`src/rtl/riscv_multicycle_controller_pkg.sv`:
```
// Shared types and encodings for the multicycle RV32I controller:
// FSM states, opcodes and datapath mux/ALU select codes.
package riscv_ctrl_pkg;

  typedef enum logic [3:0] {
    S_FETCH, S_DECODE, S_MEMADR, S_MEMRD, S_MEMWB, S_MEMWR, S_EXECR,
    S_EXECI, S_EXECLUI, S_EXECAUIPC, S_EXECJALR, S_JAL, S_ALUWB, S_BRANCH
  } state_t;

  localparam logic [6:0] OP_LOAD   = 7'b0000011;
  localparam logic [6:0] OP_STORE  = 7'b0100011;
  localparam logic [6:0] OP_R      = 7'b0110011;
  localparam logic [6:0] OP_I      = 7'b0010011;
  localparam logic [6:0] OP_JAL    = 7'b1101111;
  localparam logic [6:0] OP_JALR   = 7'b1100111;
  localparam logic [6:0] OP_BRANCH = 7'b1100011;
  localparam logic [6:0] OP_LUI    = 7'b0110111;
  localparam logic [6:0] OP_AUIPC  = 7'b0010111;

  typedef enum logic [3:0] {
    ALU_ADD = 4'b0000, ALU_SUB = 4'b0001, ALU_AND = 4'b0010, ALU_OR = 4'b0011,
    ALU_XOR = 4'b0100, ALU_SLT = 4'b0101, ALU_SLTU = 4'b0110, ALU_SLL = 4'b0111,
    ALU_SRL = 4'b1000, ALU_SRA = 4'b1001, ALU_PASSB = 4'b1010
  } alu_ctrl_t;

  // Which flavour of ALU operation the current state asks for.
  typedef enum logic [2:0] {
    ACLS_ADD, ACLS_SUB, ACLS_PASSB, ACLS_FUNCT_R, ACLS_FUNCT_I
  } alu_class_t;

  localparam logic [1:0] RES_ALUOUT    = 2'b00;
  localparam logic [1:0] RES_DATA      = 2'b01;
  localparam logic [1:0] RES_ALURESULT = 2'b10;

  localparam logic [1:0] SRCA_PC    = 2'b00;
  localparam logic [1:0] SRCA_OLDPC = 2'b01;
  localparam logic [1:0] SRCA_RD1   = 2'b10;

  localparam logic [1:0] SRCB_RD2  = 2'b00;
  localparam logic [1:0] SRCB_IMM  = 2'b01;
  localparam logic [1:0] SRCB_FOUR = 2'b10;

  localparam logic [2:0] IMM_I = 3'b000;
  localparam logic [2:0] IMM_S = 3'b001;
  localparam logic [2:0] IMM_B = 3'b010;
  localparam logic [2:0] IMM_J = 3'b011;
  localparam logic [2:0] IMM_U = 3'b100;

endpackage

```
`src/rtl/riscv_multicycle_controller_if.sv`:
```
// Controller <-> datapath signal bundle: instruction fields and flags in,
// mux selects and write enables out.
interface riscv_multicycle_controller_if;
  logic [6:0] op;
  logic [2:0] funct3;
  logic       funct7b5;
  logic       Zero;
  logic       LessThan;
  logic       LessThanU;
  logic       MemReady;
  logic       PCWrite;
  logic       AdrSrc;
  logic       MemWrite;
  logic       IRWrite;
  logic       RegWrite;
  logic [1:0] ResultSrc;
  logic [1:0] ALUSrcA;
  logic [1:0] ALUSrcB;
  logic [2:0] ImmSrc;
  logic [3:0] ALUControl;
  logic       IllegalInstr;

  modport master (
    input  op, funct3, funct7b5, Zero, LessThan, LessThanU, MemReady,
    output PCWrite, AdrSrc, MemWrite, IRWrite, RegWrite, ResultSrc,
           ALUSrcA, ALUSrcB, ImmSrc, ALUControl, IllegalInstr
  );

  modport slave (
    output op, funct3, funct7b5, Zero, LessThan, LessThanU, MemReady,
    input  PCWrite, AdrSrc, MemWrite, IRWrite, RegWrite, ResultSrc,
           ALUSrcA, ALUSrcB, ImmSrc, ALUControl, IllegalInstr
  );
endinterface

```
`src/rtl/riscv_multicycle_controller_alu_decoder.sv`:
```
// ALU operation select from funct3/funct7b5 and the state's operation class,
// plus legality of an R/I-type funct3/funct7b5 combination.
module riscv_alu_decoder
  import riscv_ctrl_pkg::*;
#(
  parameter bit FULL_ISA = 1'b1
) (
  input  alu_class_t alu_class,
  input  logic [2:0] funct3,
  input  logic       funct7b5,
  input  logic       rtype,
  output logic [3:0] alu_control,
  output logic       legal
);

  logic legacy_f3;

  always_comb begin
    alu_control = ALU_ADD;
    unique case (alu_class)
      ACLS_SUB:   alu_control = ALU_SUB;
      ACLS_PASSB: alu_control = ALU_PASSB;
      ACLS_FUNCT_R, ACLS_FUNCT_I: begin
        unique case (funct3)
          3'b000: alu_control = (alu_class == ACLS_FUNCT_R && funct7b5) ? ALU_SUB : ALU_ADD;
          3'b001: alu_control = ALU_SLL;
          3'b010: alu_control = ALU_SLT;
          3'b011: alu_control = ALU_SLTU;
          3'b100: alu_control = ALU_XOR;
          3'b101: alu_control = funct7b5 ? ALU_SRA : ALU_SRL;
          3'b110: alu_control = ALU_OR;
          default: alu_control = ALU_AND;
        endcase
      end
      default: alu_control = ALU_ADD;
    endcase
  end

  // In I-type, funct7b5 is an immediate bit except for the shift encodings.
  always_comb begin
    legacy_f3 = (funct3 == 3'b000) || (funct3 == 3'b010) ||
                (funct3 == 3'b110) || (funct3 == 3'b111);
    if (FULL_ISA) begin
      legal = rtype ? (!funct7b5 || funct3 == 3'b000 || funct3 == 3'b101)
                    : !(funct3 == 3'b001 && funct7b5);
    end else begin
      legal = rtype ? (legacy_f3 && (!funct7b5 || funct3 == 3'b000)) : legacy_f3;
    end
  end

endmodule

```
`src/rtl/riscv_multicycle_controller.sv`:
```
// Moore FSM sequencing fetch/decode/execute/memory/writeback for a multicycle
// RV32I datapath with a shared ALU and unified memory.
module riscv_multicycle_controller
  import riscv_ctrl_pkg::*;
#(
  parameter bit FULL_ISA = 1'b1,
  parameter bit MEM_WAIT = 1'b1
) (
  input logic                          clk,
  input logic                          reset,
  riscv_multicycle_controller_if.master bus
);

  state_t     state, next_state;
  alu_class_t alu_class;
  logic       mem_ready, op_legal, funct_legal, branch_taken;
  logic       pc_write, mem_write, ir_write, reg_write, illegal;

  assign mem_ready = bus.MemReady | ~MEM_WAIT;

  riscv_alu_decoder #(.FULL_ISA(FULL_ISA)) u_alu_dec (
    .alu_class  (alu_class),
    .funct3     (bus.funct3),
    .funct7b5   (bus.funct7b5),
    .rtype      (bus.op == OP_R),
    .alu_control(bus.ALUControl),
    .legal      (funct_legal)
  );

  always_ff @(posedge clk) begin
    if (reset) state <= S_FETCH;
    else       state <= next_state;
  end

  always_comb begin
    unique case (bus.op)
      OP_LOAD, OP_STORE, OP_JAL: op_legal = 1'b1;
      OP_R, OP_I:                op_legal = funct_legal;
      OP_BRANCH: op_legal = FULL_ISA ? (bus.funct3[2:1] != 2'b01) : (bus.funct3 == 3'b000);
      OP_JALR, OP_LUI, OP_AUIPC: op_legal = FULL_ISA;
      default:                   op_legal = 1'b0;
    endcase
  end

  always_comb begin
    unique case (bus.funct3)
      3'b000:  branch_taken = bus.Zero;
      3'b001:  branch_taken = ~bus.Zero;
      3'b100:  branch_taken = bus.LessThan;
      3'b101:  branch_taken = ~bus.LessThan;
      3'b110:  branch_taken = bus.LessThanU;
      3'b111:  branch_taken = ~bus.LessThanU;
      default: branch_taken = 1'b0;
    endcase
  end

  always_comb begin
    unique case (bus.op)
      OP_STORE:          bus.ImmSrc = IMM_S;
      OP_BRANCH:         bus.ImmSrc = IMM_B;
      OP_JAL:            bus.ImmSrc = IMM_J;
      OP_LUI, OP_AUIPC:  bus.ImmSrc = IMM_U;
      default:           bus.ImmSrc = IMM_I;
    endcase
  end

  always_comb begin
    next_state    = state;
    pc_write      = 1'b0;
    mem_write     = 1'b0;
    ir_write      = 1'b0;
    reg_write     = 1'b0;
    illegal       = 1'b0;
    bus.AdrSrc    = 1'b0;
    bus.ResultSrc = RES_ALUOUT;
    bus.ALUSrcA   = SRCA_PC;
    bus.ALUSrcB   = SRCB_RD2;
    alu_class     = ACLS_ADD;
    unique case (state)
      S_FETCH: begin
        bus.ALUSrcB   = SRCB_FOUR;
        bus.ResultSrc = RES_ALURESULT;
        if (mem_ready) begin
          ir_write   = 1'b1;
          pc_write   = 1'b1;
          next_state = S_DECODE;
        end
      end
      S_DECODE: begin
        bus.ALUSrcA = SRCA_OLDPC;
        bus.ALUSrcB = SRCB_IMM;
        if (!op_legal) begin
          illegal    = 1'b1;
          next_state = S_FETCH;
        end else begin
          unique case (bus.op)
            OP_LOAD, OP_STORE: next_state = S_MEMADR;
            OP_R:              next_state = S_EXECR;
            OP_I:              next_state = S_EXECI;
            OP_JAL:            next_state = S_JAL;
            OP_JALR:           next_state = S_EXECJALR;
            OP_BRANCH:         next_state = S_BRANCH;
            OP_LUI:            next_state = S_EXECLUI;
            OP_AUIPC:          next_state = S_EXECAUIPC;
            default:           next_state = S_FETCH;
          endcase
        end
      end
      S_MEMADR: begin
        bus.ALUSrcA = SRCA_RD1;
        bus.ALUSrcB = SRCB_IMM;
        next_state  = (bus.op == OP_LOAD) ? S_MEMRD : S_MEMWR;
      end
      S_MEMRD: begin
        bus.AdrSrc = 1'b1;
        if (mem_ready) next_state = S_MEMWB;
      end
      S_MEMWB: begin
        bus.ResultSrc = RES_DATA;
        reg_write     = 1'b1;
        next_state    = S_FETCH;
      end
      S_MEMWR: begin
        bus.AdrSrc = 1'b1;
        mem_write  = mem_ready;
        if (mem_ready) next_state = S_FETCH;
      end
      S_EXECR: begin
        bus.ALUSrcA = SRCA_RD1;
        alu_class   = ACLS_FUNCT_R;
        next_state  = S_ALUWB;
      end
      S_EXECI: begin
        bus.ALUSrcA = SRCA_RD1;
        bus.ALUSrcB = SRCB_IMM;
        alu_class   = ACLS_FUNCT_I;
        next_state  = S_ALUWB;
      end
      S_EXECLUI: begin
        bus.ALUSrcB = SRCB_IMM;
        alu_class   = ACLS_PASSB;
        next_state  = S_ALUWB;
      end
      S_EXECAUIPC: begin
        bus.ALUSrcA = SRCA_OLDPC;
        bus.ALUSrcB = SRCB_IMM;
        next_state  = S_ALUWB;
      end
      S_EXECJALR: begin
        bus.ALUSrcA = SRCA_RD1;
        bus.ALUSrcB = SRCB_IMM;
        next_state  = S_JAL;
      end
      // PC takes the target latched in ALUOut while the ALU forms the link value.
      S_JAL: begin
        bus.ALUSrcA = SRCA_OLDPC;
        bus.ALUSrcB = SRCB_FOUR;
        pc_write    = 1'b1;
        next_state  = S_ALUWB;
      end
      S_ALUWB: begin
        reg_write  = 1'b1;
        next_state = S_FETCH;
      end
      S_BRANCH: begin
        bus.ALUSrcA = SRCA_RD1;
        alu_class   = ACLS_SUB;
        pc_write    = branch_taken;
        next_state  = S_FETCH;
      end
      default: next_state = S_FETCH;
    endcase
  end

  assign bus.PCWrite      = pc_write  & ~reset;
  assign bus.MemWrite     = mem_write & ~reset;
  assign bus.IRWrite      = ir_write  & ~reset;
  assign bus.RegWrite     = reg_write & ~reset;
  assign bus.IllegalInstr = illegal   & ~reset;

endmodule

```
`src/flat_wrapper.sv`:
```
// flat-port wrapper written by rule: the top's interface ports become plain ports
module riscv_multicycle_controller_flat import riscv_ctrl_pkg::*;
#(
  parameter bit FULL_ISA = 1'b1,
  parameter bit MEM_WAIT = 1'b1
)
  (clk, reset, bus_op, bus_funct3, bus_funct7b5, bus_Zero, bus_LessThan, bus_LessThanU, bus_MemReady, bus_PCWrite, bus_AdrSrc, bus_MemWrite, bus_IRWrite, bus_RegWrite, bus_ResultSrc, bus_ALUSrcA, bus_ALUSrcB, bus_ImmSrc, bus_ALUControl, bus_IllegalInstr);
  riscv_multicycle_controller_if bus_i ();
  input logic clk;
  input logic reset;
  input wire logic [$bits(bus_i.op)-1:0] bus_op;
  input wire logic [$bits(bus_i.funct3)-1:0] bus_funct3;
  input wire logic [$bits(bus_i.funct7b5)-1:0] bus_funct7b5;
  input wire logic [$bits(bus_i.Zero)-1:0] bus_Zero;
  input wire logic [$bits(bus_i.LessThan)-1:0] bus_LessThan;
  input wire logic [$bits(bus_i.LessThanU)-1:0] bus_LessThanU;
  input wire logic [$bits(bus_i.MemReady)-1:0] bus_MemReady;
  output wire logic [$bits(bus_i.PCWrite)-1:0] bus_PCWrite;
  output wire logic [$bits(bus_i.AdrSrc)-1:0] bus_AdrSrc;
  output wire logic [$bits(bus_i.MemWrite)-1:0] bus_MemWrite;
  output wire logic [$bits(bus_i.IRWrite)-1:0] bus_IRWrite;
  output wire logic [$bits(bus_i.RegWrite)-1:0] bus_RegWrite;
  output wire logic [$bits(bus_i.ResultSrc)-1:0] bus_ResultSrc;
  output wire logic [$bits(bus_i.ALUSrcA)-1:0] bus_ALUSrcA;
  output wire logic [$bits(bus_i.ALUSrcB)-1:0] bus_ALUSrcB;
  output wire logic [$bits(bus_i.ImmSrc)-1:0] bus_ImmSrc;
  output wire logic [$bits(bus_i.ALUControl)-1:0] bus_ALUControl;
  output wire logic [$bits(bus_i.IllegalInstr)-1:0] bus_IllegalInstr;
  assign bus_i.op = bus_op;
  assign bus_i.funct3 = bus_funct3;
  assign bus_i.funct7b5 = bus_funct7b5;
  assign bus_i.Zero = bus_Zero;
  assign bus_i.LessThan = bus_LessThan;
  assign bus_i.LessThanU = bus_LessThanU;
  assign bus_i.MemReady = bus_MemReady;
  assign bus_PCWrite = bus_i.PCWrite;
  assign bus_AdrSrc = bus_i.AdrSrc;
  assign bus_MemWrite = bus_i.MemWrite;
  assign bus_IRWrite = bus_i.IRWrite;
  assign bus_RegWrite = bus_i.RegWrite;
  assign bus_ResultSrc = bus_i.ResultSrc;
  assign bus_ALUSrcA = bus_i.ALUSrcA;
  assign bus_ALUSrcB = bus_i.ALUSrcB;
  assign bus_ImmSrc = bus_i.ImmSrc;
  assign bus_ALUControl = bus_i.ALUControl;
  assign bus_IllegalInstr = bus_i.IllegalInstr;
  riscv_multicycle_controller #(.FULL_ISA(FULL_ISA), .MEM_WAIT(MEM_WAIT)) u_core (.clk(clk), .reset(reset), .bus(bus_i));
endmodule
```
`config.mk`:
```
export PLATFORM = sky130hd
export DESIGN_NAME = riscv_multicycle_controller_flat
export DESIGN_NICKNAME = d
export VERILOG_FILES = /design/src/rtl/riscv_multicycle_controller_pkg.sv /design/src/rtl/riscv_multicycle_controller_if.sv /design/src/rtl/riscv_multicycle_controller_alu_decoder.sv /design/src/rtl/riscv_multicycle_controller.sv /design/src/flat_wrapper.sv
export SDC_FILE = /design/constraint.sdc
export NUM_CORES = 1
export LEC_CHECK = 0
export ABC_AREA = 1
export CAP_MARGIN = 15
export CELL_PAD_IN_SITES_DETAIL_PLACEMENT = 0
export CELL_PAD_IN_SITES_GLOBAL_PLACEMENT = 1
export CORE_MARGIN = 2
export CORE_UTILIZATION = 28
export DETAILED_ROUTE_END_ITERATION = 16
export MAX_ROUTING_LAYER = met4
export PLACE_DENSITY = 0.93
export SLEW_MARGIN = 0
export SYNTH_ARGS = -nofsm -noshare
export SYNTH_HDL_FRONTEND = slang
export SYNTH_SLANG_ARGS = --single-unit
```
`constraint.sdc`:
```
create_clock -name clk -period 2.41 [get_ports clk]
set_input_delay 0.482 -clock clk [delete_from_list [all_inputs] [get_ports clk]]
set_output_delay 0.482 -clock clk [all_outputs]
set_load 0.01 [all_outputs]
```
==> results.py, run 1 <==
metrics = {
    "route": {
        "via_per_inst": 4.691,
        "dr.pass1.iters": 5,
        "wl_per_cell_um": 10.05,
        "drt-total-wl_um": 2572,
        "postRouteAntennaNets": 0,
        "drc": 0,
        "vias": 1201,
        "first_iter_violations": 38,
    },
    "critical_path": {
        "required_ns": 1.93,
        "slowest_stage": "clkdlybuf4s50_1",
        "crit_path_frequent_cell": "clkdlybuf4s50_1",
        "end_kind": "primary output",
        "critPathArrivalTime_ns": 1.88,
        "critPathKind": "in2out",
        "critPathMaxFanout": 7,
        "slowest_delay_ns": 0.57,
        "path_cells": "clkdlybuf4s50_1 > nor3_1 > clkdlybuf4s50_1",
        "cp-start-kind": "input port",
    },
    "logic_synthesis": {
        "synth_fa_ha_area_share_pct": 0,
        "synth_area_leader_cell": "nand2_1",
        "yosys-top-cells-area": "nand2_1 (20%), nor2_1 (12%), inv_1 (10%), dfxtp_1 (9.9%), nand3_1 (9.9%)",
        "synth_top_family_by_area": "simple AND/OR/NAND/NOR gates",
        "synth_nets": 177,
        "ys_seq_area_share_pct": 9.877,
        "synthSimpleGateAreaFrac_pct": 62.81,
        "synth_mux_area_share_pct": 0,
        "synth_cells": 160,
        "yosysWarnings": 0,
        "synth_seq_cells": 4,
        "synth_xor_xnor_area_share_pct": 1.080,
        "netlist_area_sq_um": 810.8,
        "synth_top_area_share_pct": 20.37,
        "synth-compound-area-share_pct": 13.73,
        "postSynthAreaPerCell_sq_um": 5.067,
        "ys_types": 26,
    },
    "floorplanning": {
        "core-area_sq_um": 2758,
        "rows": 19,
        "die-area_sq_um": 3342,
        "start_util_pct": 29.40,
        "fp.dieH_um": 57.81,
        "ioPinCount": 36,
        "dieWidth_um": 57.81,
    },
    "clock_tree": {
        "clkTransAtPathRegs_ns": 0.04,
        "clockBufferDepth": 2,
        "cts_max_level": 1,
        "root_buffer": "clkbuf_4",
        "holdBufCountCts": 0,
        "cts_tree": "built",
        "clock_latency_ns": 0.24,
        "cts_buffers": 3,
        "cts_setup_buffers": 0,
        "cts.sinks": 4,
    },
    "power": {
        "vdd_drop_max_uv": 132.8,
        "p_per_area_nw_per_um2": 223.6,
        "p_leak_uw": 0.0007717,
        "fin_total_pwr_uw": 322.9,
    },
    "sta": {
        "whs_ns": 0.6652,
        "finalHoldViolations": 0,
        "rsz0062_at_grt": "true",
        "fin_ws_ns": 0.04709,
        "fmax_mhz": 423.2,
        "worst_slew_pin_slew_ns": 0.3332,
        "final.min_clock_period_ns": 2.363,
        "slew_headroom_pct": 77.72,
        "setup-violations-final": 0,
        "finClkSkew_ns": 0.003010,
        "slew_violations": 0,
        "period_share_pct": 98.05,
    },
    "layout": {
        "fill_cells": 304,
        "regMostFlops": "u_core.state",
        "area_delta_synth_final_pct": 78.09,
        "drive_above_1_share_pct": 28.44,
        "antenna-diode-count": 0,
        "final_util_pct": 52.36,
        "largest_reg_flops": 4,
        "final_common_cell": "nand2_1",
        "final_cell_mix": "nand2_1 (43), buf_4 (28), nor2_1 (23)",
        "top_regs": "u_core.state (4)",
        "fin_nets": 244,
    },
    "placed_design": {
        "gp_congestion": 0.8420,
        "hpwl_um": 2070,
        "portBuffers": 35,
        "pre_cts_slack_ns": -0.4125,
    },
    "global_route": {
        "grt_pass1_vias": 1059,
        "grt_pass1_wl_um": 4429,
        "grt_max_degree": 8,
        "antenna_found_initial": 0,
        "grt_overflow": 0,
        "grtUsageTotal_pct": 16.73,
    },
    "min_path": {
        "worstHoldPathType": "reg2reg",
    },
    "run": {
        "drv_cap": 0,
    },
    "outcome": {
        "status": "complete, no violations",
    },
}
Yosys cell counts, drive strengths merged:
master / n
inv: 26
nor4: 1
a21oi: 3
nand3: 17
nand2: 50
o21ai: 9
dfxtp: 4
o2111ai: 1
nand4: 1
xor2: 1
buf: 1
o211ai: 2
a31oi: 2
nor3: 7
nor2: 33
a211oi: 1
nand3b: 1
path summary, 6_finish.rpt:
| path | end | from | cells past startpoint | slack (ns) |
|---|---|---|---|---|
| min reg2reg | u_core.state[0] | u_core.state[0] | 4 | 0.67 |
| min | u_core.state[0] | u_core.state[0] | 4 | 0.67 |
| max reg2reg | u_core.state[0] | u_core.state[1] | 7 | 1.00 |
| max | bus_RegWrite | reset | 3 | 0.05 |
metal layers:
metal / global-route usage (%) / vias up / part of all wire [%] / wire length, um
li1: - / 648 / - / -
met1: 21.65 / 516 / 47 / 1205
met2: 28.25 / 37 / 48 / 1246
met3: 1.339 / 0 / 4.7 / 120
met4: 3.987 / 0 / 0 / 0
met5: - / - / 0 / 0
final cells by class:
class | instances | area (sq um) | share of cell area, %
multi-input combinational | 129 | 649.4 | 44.97
inverter | 26 | 97.59 | 6.759
sequential | 4 | 82.58 | 5.719
timing repair buffer | 63 | 553.0 | 38.30
clock buffer | 3 | 22.52 | 1.560
tap | 31 | 38.79 | 2.686
what timing repair did:
action,CTS,global route
cloned,0,0
endpoints found under the setup margin,9,11
gates resized for setup,19,12
pin swaps,1,0
report_power, final:
part           total, uW  internal, uW  switching, uW  leakage (uW)
sequential          71.8          69.0           2.80     0.0000333
clock               86.2          55.9           30.3     0.0000138
combinational        165          82.9           82.0      0.000725
cell families (layout without fill, tap and decap cells):
group,Yosys count,count (layout)
xor+xnor,1,1
compound gates,18,18
buf+inv,27,92
simple gates,110,110
flops,4,4
critical path, delay by kind of cell:
| kind | cells | cell delay (ns) |
|---|---|---|
| buf+inv | 2 | 1.14 |
| simple gates | 1 | 0.26 |
metrics by stage:
stage               setup TNS [ns]  cells  area (sq um)
global route              -0.01282    256          1444
finish                           0    256          1444
detailed placement          -1.889    253          1406
global placement            -1.876    253          1406
floorplan                        0    160         810.8
CTS                              0    256          1419
(Power assumes the default switching activity.)
==> run 2: changes to the inputs <==
CTS_BUF_LIST = sky130_fd_sc_hd__clkbuf_16   (was unset)
==> run 2 against run 1 <==
Compared with the run above:
- hold slack improved by 0.023 ns
- maximum frequency shrank 0.82%
- design area up 3.2%
- sequential power about the same
- largest cell class unchanged
- largest power group is now the clock network
==> results.py, run 2 (synthesis gave the netlist of run 1 again) <==
metrics = {
    "outcome": {
        "status": "complete, no violations",
    },
    "route": {
        "drt-total-wl_um": 2681,
        "dr.pass1.iters": 4,
        "vias": 1186,
        "first_iter_violations": 53,
        "wl_per_cell_um": 10.47,
        "postRouteAntennaNets": 0,
        "via_per_inst": 4.633,
        "drc": 0,
    },
    "floorplanning": {
        "die-area_sq_um": 3342,
        "fp.dieH_um": 57.81,
        "start_util_pct": 29.40,
        "core-area_sq_um": 2758,
        "ioPinCount": 36,
        "rows": 19,
        "dieWidth_um": 57.81,
    },
    "sta": {
        "final.min_clock_period_ns": 2.383,
        "setup-violations-final": 0,
        "slew_violations": 0,
        "rsz0062_at_grt": "true",
        "fmax_mhz": 419.7,
        "whs_ns": 0.6878,
        "worst_slew_pin_slew_ns": 0.3429,
        "period_share_pct": 98.86,
        "slew_headroom_pct": 77.07,
        "fin_setup_tns_ns": 0,
        "finClkSkew_ns": 0.001790,
        "finalHoldViolations": 0,
    },
    "critical_path": {
        "critPathMaxFanout": 7,
        "critPathKind": "in2out",
        "rr_worst_depth": 9,
        "required_ns": 1.93,
        "rrSetupSlack_ns": 0.95,
        "cp-start-kind": "input port",
        "r2r-start": "u_core.state[2]",
        "critPathArrivalTime_ns": 1.90,
        "end_kind": "primary output",
        "worstSetupStartpoint": "reset",
        "reg2reg_to": "u_core.state[2]",
    },
    "power": {
        "p_sw_share_pct": 26.49,
        "p_clk_share_pct": 52.1,
        "p_leak_uw": 0.0007947,
        "power.internal_uw": 363.5,
        "comb_power_share_pct": 33.4,
        "fin_total_pwr_uw": 494.5,
        "seqPwrFrac_pct": 14.5,
        "p_sw_uw": 131.0,
        "vdd_drop_max_uv": 323.8,
        "p_per_area_nw_per_um2": 331.8,
    },
    "layout": {
        "fin_nets": 244,
        "regMostFlops": "u_core.state",
        "largest_reg_flops": 4,
        "antenna-diode-count": 0,
        "final_util_pct": 54.04,
        "final_cell_mix": "nand2_1 (43), buf_4 (28), nor2_1 (23)",
        "top_regs": "u_core.state (4)",
        "final_common_cell": "nand2_1",
        "area_delta_synth_final_pct": 83.80,
        "drive_above_1_share_pct": 28.44,
    },
    "global_route": {
        "antenna_found_initial": 0,
        "grt_overflow": 0,
        "grtUsageTotal_pct": 18.07,
        "grt_pass1_vias": 1065,
        "grt_pass1_wl_um": 4602,
        "grt_max_degree": 8,
    },
    "clock_tree": {
        "clockBufferDepth": 2,
        "root_buffer": "clkbuf_16",
        "cts_buffers": 3,
        "cts.sinks": 4,
        "cts_max_level": 1,
        "clock_latency_ns": 0.22,
        "cts_setup_buffers": 0,
        "clkTransAtPathRegs_ns": 0.03,
        "cts_tree": "built",
    },
    "placed_design": {
        "gp_congestion": 0.8420,
        "hpwl_um": 2070,
        "portBuffers": 35,
    },
    "min_path": {
        "hold-path-endpoint": "u_core.state[0]",
        "whs_path_depth": 4,
        "hp-start": "u_core.state[0]",
        "worstHoldPathType": "reg2reg",
    },
    "run": {
        "drv_cap": 0,
    },
}
[run 2: changes by cell type in the layout (fill, tap and decap cells not counted), sizes merged]
cell / delta
clkdlybuf4s15: -1
clkbuf: +1
[run 2: worst max path at each step]
stage / endpoint / slack [ns] / cells after the start
final: bus_RegWrite / 0.03 / 3
after global routing: bus_IllegalInstr / -0.008 / 11
after CTS: bus_ALUControl[2] / 0.03 / 8
after detailed placement: bus_PCWrite / -0.41 / 9
after global placement: bus_IllegalInstr / -0.43 / 10
after floorplan: bus_IllegalInstr / 0.65 / 9
[run 2: repair_timing]
item | CTS | global route
hold buffers | 0 | 0
pin swaps | 1 | 2
setup endpoints to repair | 9 | 10
gates resized for setup | 19 | 12
[run 2: layout make-up]
class / instances / area, sq um
fill: 296 / 1267
multi-input combinational: 129 / 649.4
timing repair buffer: 63 / 548.0
inverter: 26 / 97.59
sequential: 4 / 81.33
clock buffer: 3 / 75.07
tap: 31 / 38.79
[run 2: stage by stage]
step                      std cells  instance area, sq um  setup slack [ns]
after global routing            256                  1490         -0.008197
after global placement          253                  1406           -0.4273
after detailed placement        253                  1406           -0.4125
after floorplan                 160                 810.8            0.6480
after CTS                       256                  1471           0.03389
final                           256                  1490           0.02747
[run 2: metal layers]
metal	share of wire [%]	wire length [um]	track usage, %
met4	1.1	29	6.977
met2	49	1307	30.19
met5	0	0	-
met1	46	1231	21.82
met3	4.2	113	2.679
[run 2: worst max-delay path, cell delays in order]
cell,delay (ns)
clkdlybuf4s50_1,0.58
nor3_1,0.27
clkdlybuf4s50_1,0.57
[run 2: power groups by stage]
stage	clock, uW	combinational, uW	sequential [uW]
6_report	258	165	71.5
5_1_grt	269	182	71.8
4_1_cts	261	163	71.0
3_5_place_dp	0	165	71.9
3_3_place_gp	0	165	71.9
2_1_floorplan	0	71.1	71.4
==> run 3: changes to the inputs <==
CELL_PAD_IN_SITES_DETAIL_PLACEMENT = 1   (was 0)
==> run 3 against run 2 <==
Compared with the run above:
- total power grew 5.7%
- global-route usage up 7.9 points
- critical endpoint is now bus_IllegalInstr
- via count is 15% higher
- utilization increased by 2.2 points
- sequential cell count stayed put
- routed wire length up 54%
- largest power group unchanged
- critical path type unchanged
- highest routed layer unchanged
==> results.py, run 3 (synthesis gave the netlist of run 1 again) <==
metrics = {
    "floorplanning": {
        "die-area_sq_um": 3342,
        "core-area_sq_um": 2758,
        "start_util_pct": 29.40,
        "dieWidth_um": 57.81,
        "ioPinCount": 36,
        "fp.dieH_um": 57.81,
        "rows": 19,
    },
    "sta": {
        "finClkSkew_ns": 0.002477,
        "fmax_mhz": 423.5,
        "final.min_clock_period_ns": 2.361,
        "slew_violations": 0,
        "fin_ws_ns": 0.04873,
        "finalHoldViolations": 0,
        "period_share_pct": 97.98,
        "worst_slew_pin_slew_ns": 0.3431,
        "setup-violations-final": 0,
        "slew_headroom_pct": 76.95,
    },
    "clock_tree": {
        "root_buffer": "clkbuf_16",
        "cts.sinks": 4,
        "cts_max_level": 1,
        "clkTransAtPathRegs_ns": 0.03,
        "clock_latency_ns": 0.23,
        "cts_buffers": 3,
        "cts_tree": "built",
        "clockBufferDepth": 2,
    },
    "route": {
        "dr.pass1.iters": 4,
        "vias": 1365,
        "postRouteAntennaNets": 0,
        "drt-total-wl_um": 4128,
        "first_iter_violations": 39,
        "drc": 0,
        "via_per_inst": 5.190,
        "wl_per_cell_um": 15.70,
    },
    "layout": {
        "area_delta_synth_final_pct": 91.36,
        "final_cell_mix": "nand2_1 (43), buf_4 (35), nor2_1 (22)",
        "final_common_cell": "nand2_1",
        "drive_above_1_share_pct": 32.76,
        "stdcell_count": 263,
        "largest_reg_flops": 4,
        "fin_nets": 251,
        "top_regs": "u_core.state (4)",
        "final_cell_area_sq_um": 1551,
        "regMostFlops": "u_core.state",
        "antenna-diode-count": 0,
    },
    "min_path": {
        "whs_path_depth": 4,
        "hp-start": "u_core.state[0]",
        "worstHoldPathType": "reg2reg",
    },
    "critical_path": {
        "slowest_stage": "clkdlybuf4s50_1",
        "worst-path-stages": 10,
        "cp_num_buf_inv": 3,
        "r2r-start": "u_core.state[3]",
        "critPathMaxFanout": 5,
        "crit_family": "buffers and inverters",
        "end_kind": "primary output",
        "required_ns": 1.93,
        "worstSetupEndpoint": "bus_IllegalInstr",
        "path_cells": "clkdlybuf4s50_1 > nand2_4 > nor2_4 > buf_4 > nand3_1 > nand2_1 > nor2_2 > nand2_2 > nor3_2 > buf_2",
        "worstSetupStartpoint": "bus_op[0]",
        "rrSetupSlack_ns": 0.80,
        "critPathKind": "in2out",
        "cp-start-kind": "input port",
        "rr_worst_depth": 8,
        "critPathArrivalTime_ns": 1.88,
        "slowest_delay_ns": 0.45,
        "reg2reg_to": "u_core.state[2]",
    },
    "global_route": {
        "grt_overflow": 0,
        "grt_pass1_vias": 1406,
        "grtUsageTotal_pct": 26.00,
        "grt_pass1_wl_um": 6575,
        "grt_max_degree": 8,
        "antenna_found_initial": 0,
    },
    "power": {
        "vdd_drop_max_uv": 314.8,
        "p_sw_share_pct": 29.30,
        "p_sw_uw": 153.1,
        "power.internal_uw": 369.5,
        "seqPwrFrac_pct": 13.6,
        "p_clk_share_pct": 51.2,
        "p_per_area_nw_per_um2": 336.9,
        "p_leak_uw": 0.0008276,
        "comb_power_share_pct": 35.2,
    },
    "placed_design": {
        "portBuffers": 35,
        "gp_congestion": 0.8420,
        "dp_cells": 253,
        "pre_cts_slack_ns": -0.5374,
        "hpwl_um": 2858,
        "place_area_sq_um": 1406,
    },
    "run": {
        "drv_cap": 0,
    },
    "outcome": {
        "status": "complete, no violations",
    },
}
[run 3: layout make-up]
class | count | area (sq um)
Fill cell | 393 | 1206
Tap cell | 31 | 38.79
Clock buffer | 3 | 75.07
Sequential cell | 4 | 86.33
Multi-Input combinational cell | 129 | 661.9
Timing Repair Buffer | 70 | 591.8
Inverter | 26 | 97.59
[run 3: worst min-delay path by stage]
stage,end,slack (ns)
detailed placement,u_core.state[0],0.67
global placement,u_core.state[0],0.65
floorplan,u_core.state[0],0.61
CTS,u_core.state[0],0.68
finish,u_core.state[0],0.67
global route,u_core.state[0],0.71
[run 3: through the flow]
step | power [uW] | hold slack [ns] | utilization (%) | TNS, ns
final | 522.7 | 0.6686 | 56.26 | 0
after global routing | 539.0 | 0.7096 | 56.26 | -0.02563
after CTS | 511.8 | 0.6788 | 54.95 | 0
after detailed placement | 243.3 | 0.6696 | 51.00 | -2.168
after global placement | 236.6 | 0.6517 | 51.00 | -1.876
after floorplan | 142.6 | 0.6098 | - | 0
[run 3: timing repair]
item                       in CTS  in global routing
hold buffers                    0                  0
setup buffers                   4                  3
pin swaps                       2                  3
setup endpoints to repair      10                 10
gates resized for setup        26                 15
gates cloned                    0                  0
[run 3: tightest hold or removal path: cells and delay by family (launching register included)]
family,cells,cell delay (ns)
simple gates,1,0.06
buf+inv,2,0.17
flops,1,0.33
compound gates,1,0.06
[run 3: routing by layer]
layer  part of all wire (%)  up-vias  global-route usage [%]
li1                       -      661                       -
met2                     55       42                   47.73
met1                     41      655                   29.77
met3                    3.2        7                   2.679
met4                    1.7        0                   6.977
met5                      0        -                       -
[run 3: power groups by stage]
stage          Clock (uW)  Combinational [uW]  Sequential (uW)
3_5_place_dp            0                 171             72.0
3_3_place_gp            0                 165             71.9
5_1_grt               270                 198             71.1
6_report              268                 184             71.0
2_1_floorplan           0                71.1             71.4
4_1_cts               265                 176             71.1
